File: config.mk
export PLATFORM = sky130hd
export DESIGN_NAME = mips_mc_control
export DESIGN_NICKNAME = d
export VERILOG_FILES = /design/src/rtl/mips_mc_control.sv
export SDC_FILE = /design/constraint.sdc
export NUM_CORES = 1
export LEC_CHECK = 0
export CAP_MARGIN = 0
export CORE_MARGIN = 10
export CORE_UTILIZATION = 40
export DETAILED_ROUTE_END_ITERATION = 7
export DONT_BUFFER_PORTS = 1
export SYNTH_ARGS = -nofsm -noshare
export SYNTH_HDL_FRONTEND = slang
export SYNTH_SLANG_ARGS = --single-unit
File: constraint.sdc
create_clock -name clk -period 1.7 [get_ports clk]
set_input_delay 0.255 -clock clk [delete_from_list [all_inputs] [get_ports clk]]
set_output_delay 0.255 -clock clk [all_outputs]
set_load 0.03 [all_outputs]
File: src/rtl/mips_mc_control.sv
// Multicycle MIPS control unit.
// Sequences PC, IR, ALU, unified memory and the register bank from the opcode held in the IR.
// Control outputs are Moore decodes of the current state. pcen also depends on the ALU zero
// flag, and the FETCH write strobes depend on the memory handshake.
// A retired-instruction counter advances when each instruction completes.
//
// state   | meaning
// --------+-------------------------------------------------------------
// FETCH   | read instruction at PC, PC <= PC+4 when memory is ready
// DECODE  | read registers, precompute branch target into ALUOut
// MEMADR  | effective address = A + sign-ext imm
// MEMRD   | load data from ALUOut address, wait for memory
// MEMWB   | write loaded data to rt
// MEMWR   | store B to ALUOut address, wait for memory
// RTYPEEX | ALU op on A,B selected by funct
// RTYPEWB | write ALUOut to rd
// BEQEX   | compare A,B; take branch to ALUOut when zero
// ADDIEX  | A + sign-ext imm
// ADDIWB  | write ALUOut to rt
// JEX     | load PC with jump target
module mips_mc_control #(
   parameter bit MEM_WAIT_EN = 1'b1,
   parameter int COUNT_W     = 32
) (
   input  logic               clk,
   input  logic               rst,
   input  logic [5:0]         op,
   input  logic               zero,
   input  logic               mem_ready,
   output logic               memwrite,
   output logic               irwrite,
   output logic               iord,
   output logic               pcen,
   output logic [1:0]         pcsrc,
   output logic               alusrca,
   output logic [1:0]         alusrcb,
   output logic [1:0]         aluop,
   output logic               regwrite,
   output logic               regdst,
   output logic               memtoreg,
   output logic               illegal_op,
   output logic [3:0]         state,
   output logic [COUNT_W-1:0] instr_count
);

   typedef enum logic [3:0] {
      S_FETCH   = 4'd0,
      S_DECODE  = 4'd1,
      S_MEMADR  = 4'd2,
      S_MEMRD   = 4'd3,
      S_MEMWB   = 4'd4,
      S_MEMWR   = 4'd5,
      S_RTYPEEX = 4'd6,
      S_RTYPEWB = 4'd7,
      S_BEQEX   = 4'd8,
      S_ADDIEX  = 4'd9,
      S_ADDIWB  = 4'd10,
      S_JEX     = 4'd11
   } state_t;

   localparam logic [5:0] OP_LW    = 6'b100011;
   localparam logic [5:0] OP_SW    = 6'b101011;
   localparam logic [5:0] OP_RTYPE = 6'b000000;
   localparam logic [5:0] OP_BEQ   = 6'b000100;
   localparam logic [5:0] OP_ADDI  = 6'b001000;
   localparam logic [5:0] OP_J     = 6'b000010;

   state_t             state_q;
   state_t             state_d;
   logic [COUNT_W-1:0] count_q;
   logic               ready;

   // Ungated decode values; reset forces them off at the outputs.
   logic       c_memwrite;
   logic       c_irwrite;
   logic       c_iord;
   logic       c_pcwrite;
   logic       c_branch;
   logic [1:0] c_pcsrc;
   logic       c_alusrca;
   logic [1:0] c_alusrcb;
   logic [1:0] c_aluop;
   logic       c_regwrite;
   logic       c_regdst;
   logic       c_memtoreg;
   logic       c_illegal;
   logic       retire;

   // With waits disabled the memory is treated as always completing in one cycle.
   assign ready = MEM_WAIT_EN ? mem_ready : 1'b1;

   // State register and retired-instruction counter.
   always_ff @(posedge clk) begin
      if (rst) begin
         state_q <= S_FETCH;
         count_q <= '0;
      end else begin
         state_q <= state_d;
         if (retire)
            count_q <= count_q + COUNT_W'(1);
      end
   end

   // Next-state and Moore output decode.
   always_comb begin
      state_d    = S_FETCH;
      c_memwrite = 1'b0;
      c_irwrite  = 1'b0;
      c_iord     = 1'b0;
      c_pcwrite  = 1'b0;
      c_branch   = 1'b0;
      c_pcsrc    = 2'b00;
      c_alusrca  = 1'b0;
      c_alusrcb  = 2'b00;
      c_aluop    = 2'b00;
      c_regwrite = 1'b0;
      c_regdst   = 1'b0;
      c_memtoreg = 1'b0;
      c_illegal  = 1'b0;
      retire     = 1'b0;
      case (state_q)
         S_FETCH: begin
            c_alusrcb = 2'b01;
            c_irwrite = ready;
            c_pcwrite = ready;
            state_d   = ready ? S_DECODE : S_FETCH;
         end
         S_DECODE: begin
            c_alusrcb = 2'b11;
            case (op)
               OP_LW, OP_SW: state_d = S_MEMADR;
               OP_RTYPE:     state_d = S_RTYPEEX;
               OP_BEQ:       state_d = S_BEQEX;
               OP_ADDI:      state_d = S_ADDIEX;
               OP_J:         state_d = S_JEX;
               default: begin
                  state_d   = S_FETCH;
                  c_illegal = 1'b1;
               end
            endcase
         end
         S_MEMADR: begin
            c_alusrca = 1'b1;
            c_alusrcb = 2'b10;
            // IR is not reloaded here, so op still holds the decoded opcode.
            state_d   = (op == OP_SW) ? S_MEMWR : S_MEMRD;
         end
         S_MEMRD: begin
            c_iord  = 1'b1;
            state_d = ready ? S_MEMWB : S_MEMRD;
         end
         S_MEMWB: begin
            c_regwrite = 1'b1;
            c_memtoreg = 1'b1;
            retire     = 1'b1;
            state_d    = S_FETCH;
         end
         S_MEMWR: begin
            c_iord     = 1'b1;
            c_memwrite = 1'b1;
            retire     = ready;
            state_d    = ready ? S_FETCH : S_MEMWR;
         end
         S_RTYPEEX: begin
            c_alusrca = 1'b1;
            c_aluop   = 2'b10;
            state_d   = S_RTYPEWB;
         end
         S_RTYPEWB: begin
            c_regwrite = 1'b1;
            c_regdst   = 1'b1;
            retire     = 1'b1;
            state_d    = S_FETCH;
         end
         S_BEQEX: begin
            c_alusrca = 1'b1;
            c_aluop   = 2'b01;
            c_pcsrc   = 2'b01;
            c_branch  = 1'b1;
            retire    = 1'b1;
            state_d   = S_FETCH;
         end
         S_ADDIEX: begin
            c_alusrca = 1'b1;
            c_alusrcb = 2'b10;
            state_d   = S_ADDIWB;
         end
         S_ADDIWB: begin
            c_regwrite = 1'b1;
            retire     = 1'b1;
            state_d    = S_FETCH;
         end
         S_JEX: begin
            c_pcsrc   = 2'b10;
            c_pcwrite = 1'b1;
            retire    = 1'b1;
            state_d   = S_FETCH;
         end
         default: state_d = S_FETCH;
      endcase
   end

   // Reset suppresses every strobe immediately, including mid-instruction.
   always_comb begin
      memwrite   = c_memwrite & ~rst;
      irwrite    = c_irwrite  & ~rst;
      iord       = c_iord     & ~rst;
      pcen       = (c_pcwrite | (c_branch & zero)) & ~rst;
      pcsrc      = rst ? 2'b00 : c_pcsrc;
      alusrca    = c_alusrca  & ~rst;
      alusrcb    = rst ? 2'b00 : c_alusrcb;
      aluop      = rst ? 2'b00 : c_aluop;
      regwrite   = c_regwrite & ~rst;
      regdst     = c_regdst   & ~rst;
      memtoreg   = c_memtoreg & ~rst;
      illegal_op = c_illegal  & ~rst;
   end

   assign state       = state_q;
   assign instr_count = count_q;

endmodule

==> results of run 1 <==
==> power by group <==
group	internal (W)	switching, W
clock network	0.000329	0.000308
logic	0.0000506	0.0000619
registers	0.000841	0.00000230
==> routing by layer <==
| layer | wire (um) | global-route usage (%) |
|---|---|---|
| met5 | 0 | 0 |
| met1 | 2540 | 15.8 |
| met2 | 3160 | 23.9 |
| met3 | 459 | 5.35 |
| met4 | 87 | 4.05 |
==> how the worst min path moves through the flow <==
stage	from	endpoint	slack, ns	depth (start not counted)
4_1_cts	rst	instr_count[13]$_SDFFE_PP0P_	0.02	1
2_1_floorplan	op[1]	state[2]$_SDFF_PP0_	0.42	3
6_report	rst	instr_count[15]$_SDFFE_PP0P_	0.03	1
5_1_grt	rst	instr_count[24]$_SDFFE_PP0P_	0.01	1
3_3_place_gp	rst	instr_count[13]$_SDFFE_PP0P_	0.33	1
3_5_place_dp	rst	instr_count[13]$_SDFFE_PP0P_	0.33	1
==> flip-flops by register name, summed over array words and instances, names as in the netlist <==
signal,count
instr_count,32
state,4
==> cells in the final DEF, fill, tap and decap left out, types with 4 or more instances in the layout <==
master and instances:
buf_4 62, nand4_1 10, inv_1 6, o21ai_0 14, nor3_1 5, nand3_1 16, or3_4 6, a21oi_1 15
nor2_1 26, and3_1 4, clkbuf_8 6, a21oi_2 12, dfxtp_1 20, dfxtp_2 13, buf_6 11, o31ai_1 5
or3_1 8, a31oi_1 4, xor2_1 13, nand2b_1 4, nand2_1 15
==> worst max-delay path, cell delays in order, from the launching register on <==
cell      delay (ns)
dfxtp_4         0.36
and2b_2         0.25
a211oi_4        0.21
nand3b_1        0.22
buf_6           0.20
or3_4           0.32
a21oi_2         0.13
==> stage by stage <==
| step | setup WS (ns) | power [W] |
|---|---|---|
| global placement | -0.0267 | 0.000962 |
| CTS | -0.0793 | 0.00161 |
| finish | -0.0575 | 0.00159 |
| floorplan | -0.179 | 0.000954 |
| global route | -0.158 | 0.00166 |
| detailed placement | -0.0642 | 0.000962 |
==> logic make-up after synthesis <==
family,Yosys count,share of synthesized area (%)
buf+inv,22,4.70
simple gates,127,33.1
compound gates,66,19.4
fa+ha+maj,1,0.618
xor+xnor,15,6.49
flops,36,35.6
==> layout make-up <==
cell class	count	area [um^2]
clock inverter	1	7.51
fill	445	1740
multi-input combinational	209	1450
inverter	6	22.5
clock buffer	7	86.3
tap	67	83.8
sequential	36	748
timing repair buffer	80	684
==> what timing repair did <==
item / 4_1_cts / 5_1_grt
setup endpoints to repair: 31 / 32
hold buffers: 0 / 0
resized for setup: 17 / 45
pin swaps: 5 / 21
cloned: 2 / 2
buffers inserted: 5 / 4
==> metrics.md, run 1 <==
| Metric | Value |
|---|---|
| Via count | 2210 |
| Starting density of the core | between 40% and 50% |
| Total global-route track usage | 14.0% |
| Die ar. | 8300 um^2 |
| Nets | 349 |
| DP Cell Count | approximately 390 |
| Area contributors post-synth | dfxtp_1, a21oi_1, xor2_1, nor2_1, o21ai_0 |
| Antenna violations before repair | 0 |
| Die Height | around 90 um |
| Layout area overhead | 52.1% |
| Wire per inst | between 15 and 20 um |
| Clock sinks | 36 |
| Final hold violations | 0 |
| CP startpoint | state[1]$_SDFF_PP0_ |
| Final setup viols | 14 |
| CTS tree | yes |
| Largest net degree at the start of global routing | 46 |
| Async S/R FF share, synth | 0% |
| Sequential area share after synthesis | 35.6% |
| Worst Setup Start Kind | flip-flop |
| Total grt overflow | 0 |
| Setup skew after layout | 0.00347 ns |
| Post-synth EDFFs | 0 |
| Pwr dens | a little over 500 nW/um^2 |
| Vias in the first global route | 2079 |
| Worst Setup EP | instr_count[25]$_SDFFE_PP0P_ |
| I/O Pins | 61 |
| Maximum vdd ir drop | around 320 uV |
| Placed Area | 2640 um^2 |
| Hold slack | 0.0314 ns |
| Worst setup EP type | flip-flop |
| Root buf cell | clkbuf_8 |
| Post-route design area | just over 3000 um^2 |
| Ys Warns | 0 |
| # DRC | 0 |
| Worst slew pin tran | a little under 0.4 ns |
| DRT Pass-1 Iters | 4 |
| Ratio of cells with drive above 1 in the final layout | 43.7% |
| CTS Buf Count | 5 |
| Post-DRT Antenna Nets | 0 |
| Final Max Slew Viols | 0 |
| 1st-iter DRT viols | between 50 and 60 |
| Seq cells post-synth | 36 |
| Minimum clock period | 1.76 ns |
| Mapped cell area | between 2000 and 2500 um^2 |
| GPL Wtd Cong | just over 0.8 |
| Dpl hpwl | around 4400 um |
| Util after Layout | between 60 and 70% |
| Diodes inserted | 0 |
| RSZ-0062 raised after global routing | true |
| CTS HTree Levels | 2 |
| Tcrit/Tclk final | 103% |
| Top cell type's share of synthesized area | a little over a third |
| Reg2Reg Depth | 6 |
| Synth cell types | 41 |
| Crit path max fanout | 7 |
| Port buffer count | 0 |
| Hold Crit Class | in2reg |
| Setup WS post-layout | -0.0575 ns |
| CP Data Required Time | 1.93 ns |
| Setup CP Type | reg2reg |
| Outcome | complete, but fails checks |
| Critical Path AT | approximately 2.0 ns |
| Gate Count Post-Synth | between 200 and 300 |
| Post-synth top area cell | dfxtp_1 |
| Final setup TNS | -0.447 ns |
| Max Clock Freq | 569 MHz |
| Vias/cell | roughly 5.4 |
| Clk_lat worst skew | approximately 0.28 ns |
| Synthesized area per cell | ~7.6 um^2 |
| Clock tree buffer depth | 2 |
| # rows | 25 |
| Cell with the most instances after synthesis | dfxtp_1 |
| First-pass GRT wire length | about 10000 um |
| Reg-to-reg critical path startpoint | state[1]$_SDFF_PP0_ |
| CTS clk-pin slew, worst paths | approximately 0.07 ns |
| Slew HR | 73.5% |
| WL final | roughly 6200 um |
| Top cells by count, synth | dfxtp_1, nor2_1, a21oi_1 |
| Core area | 4820 um^2 |
| Top_reg_cell synth | dfxtp_1 |
| Reg-to-reg critical path endpoint | instr_count[25]$_SDFFE_PP0P_ |
| LEAKAGE | between 1 and 1.5 nW |
| Failing checks | setup timing |
| Die width | 91.1 um |
| Non-filler instance count after layout | slightly above 400 |
| Max_cap viols | 0 |
| Syn Nets | 278 |
| R2R setup slack | -0.06 ns |
(Power assumes the default switching activity.)
==> inputs of run 2 (changes only) <==
Settings changed: CELL_PAD_IN_SITES_DETAIL_PLACEMENT from default to 1, CELL_PAD_IN_SITES_GLOBAL_PLACEMENT from default to 1, PLACE_DENSITY_LB_ADDON from default to 0.1.
==> run 2 against run 1 <==
Compared with the run above: the flow still finishes with violations (setup timing); power rose by 11%; sequential power barely moved; highest routed layer unchanged; routed wire length increased by 47%; register-to-register slack worse by 0.19 ns.
==> metrics.md, run 2 (same netlist as run 1, synthesis figures left out) <==
| Metric | Value |
|---|---|
| Maximum vdd ir drop | 439 uV |
| Failing checks | setup timing |
| Setup CP Type | reg2reg |
| Max Clock Freq | roughly 500 MHz |
| WL final | 9190 um |
| Die ar. | between 8000 and 9000 um^2 |
| Met1 Track Usage GR | 19.1% |
| CTS clk-pin slew, worst paths | ~0.080 ns |
| LEAKAGE | 1.22 nW |
| Nets | 360 |
| Vias in the first global route | ~2500 |
| R2R setup slack | -0.25 ns |
| Final hold violations | 0 |
| Hold path startpoint | rst |
| CTS tree | yes |
| Root buf cell | clkbuf_8 |
| Critical Path AT | 2.12 ns |
| Final Max Slew Viols | 0 |
| Most frequent cells in the layout | buf_4, nor2_1, dfxtp_1 |
| First-pass GRT wire length | between 10000 and 15000 um |
| Switching Power | 0.000405 W |
| Max_cap viols | 0 |
| GRT busiest layer | met2 |
| Worst slew pin tran | 0.427 ns |
| Util after Layout | around 67% |
| Internal | around 0.0014 W |
| Reg-to-reg critical path endpoint | instr_count[27]$_SDFFE_PP0P_ |
| Reg-to-reg critical path startpoint | state[1]$_SDFF_PP0_ |
| Wire per inst | between 20 and 25 um |
| 1st-iter DRT viols | 99 |
| Clock sinks | 36 |
| Commonest non-fill, non-tap cell in the layout | buf_4 |
| Post-DRT Antenna Nets | 0 |
| GPL Wtd Cong | between 0.7 and 0.8 |
| Pwr dens | 547 nW/um^2 |
| Reg2Reg Depth | 6 |
| Clk_lat worst skew | 0.29 ns |
| Final setup viols | 28 |
| CP Data Required Time | around 1.9 ns |
| Clock tree buffer depth | 2 |
| Dpl hpwl | about 5000 um |
| CTS HTree Levels | 2 |
| Setup skew after layout | between 0.004 and 0.005 ns |
| Worst Setup Start Kind | flip-flop |
| Worst setup EP type | flip-flop |
| Max reg flops | 32 |
| Hold EP | instr_count[13]$_SDFFE_PP0P_ |
| Minimum clock period | approximately 2 ns |
| Starting density of the core | a little over two fifths |
| Vias/cell | between 5 and 6 |
| M2 GR Usage | about a third |
| Met3 usage | slightly below 6% |
| I/O Pins | 61 |
| Total global-route track usage | between 15 and 20% |
| DRT Pass-1 Iters | 4 |
| Largest net degree at the start of global routing | 46 |
| Core area | around 4800 um^2 |
| Hold Path Stages | 1 |
| Via count | 2477 |
| # DRC | 0 |
| Clock share of power | approximately 45% |
| Diodes inserted | 0 |
| Layout area overhead | 59.2% |
| RSZ-0062 raised after global routing | true |
| Outcome | complete, but fails checks |
| Antenna violations before repair | 0 |
| Hold Crit Class | in2reg |
| Sw Ratio | 23.0% |
| # rows | 25 |
| Setup WS post-layout | -0.245 ns |
| CP startpoint | state[1]$_SDFF_PP0_ |
| Slew HR | between 70 and 80% |
| Hold slack | approximately 0.027 ns |
| Seq pwr share | between 40% and 50% |
| Die Height | 91.1 um |
| Port buffer count | 0 |
| CTS Buf Count | 5 |
| Ratio of cells with drive above 1 in the final layout | 46.0% |
| Crit path max fanout | 6 |
| Comb power frac | 7.5% |
| Die width | 91.1 um |
| Tcrit/Tclk final | 114% |
| Total grt overflow | 0 |
| Pwr Total | roughly 0.0018 W |
[run 2: how the worst max path moves through the flow]
stage               slack (ns)                      endpoint
global placement         -0.02  instr_count[13]$_SDFFE_PP0P_
CTS                      -0.11  instr_count[19]$_SDFFE_PP0P_
global route             -0.34  instr_count[27]$_SDFFE_PP0P_
finish                   -0.25  instr_count[27]$_SDFFE_PP0P_
detailed placement       -0.09  instr_count[19]$_SDFFE_PP0P_
floorplan                -0.18  instr_count[27]$_SDFFE_PP0P_
[run 2: what timing repair did]
action	CTS	global route
pin swaps	10	27
gates cloned	2	0
buffers inserted	9	12
gates resized for setup	22	44
endpoints found under the setup margin	32	35
hold buffers	0	0
[run 2: power by group through the flow]
stage / clock network [W] / logic, W / registers [W]
after floorplan: 0 / 0.0000825 / 0.000872
after global placement: 0 / 0.0000966 / 0.000866
after detailed placement: 0 / 0.0000992 / 0.000866
after CTS: 0.000789 / 0.000110 / 0.000844
after global routing: 0.000837 / 0.000138 / 0.000844
final: 0.000786 / 0.000132 / 0.000844
[run 2: final cells by class]
class / count / area (um^2)
repair buffers: 91 / 795
flip-flops and latches: 36 / 751
inverters: 6 / 22.5
clock buffers: 8 / 121
fillers: 583 / 1600
multi-input cells: 209 / 1450
well taps: 67 / 83.8
[run 2: per-stage QoR]
step	cells	setup TNS, ns	setup WS (ns)	area, um^2
floorplan	267	-1.01	-0.179	2130
detailed placement	386	-1.07	-0.0906	2640
finish	417	-2.86	-0.245	3220
global route	417	-4.54	-0.345	3220
CTS	405	-1.07	-0.108	2960
global placement	386	-0.0770	-0.0185	2640
[run 2: layer usage]
metal / vias up / share of wire, % / routed length (um)
li1: 1130 / - / -
met2: 104 / 53 / 4840
met3: 31 / 7.3 / 667
met5: - / 0 / 0
met1: 1212 / 36 / 3330
met4: 0 / 3.8 / 347
[run 2: worst max-delay path, stage by stage, from the launching register on]
cell and delay (ns):
dfxtp_4 0.38, and2b_2 0.27, a211oi_4 0.33, nand3b_1 0.20, buf_4 0.20, o31ai_1 0.36
a21oi_2 0.09
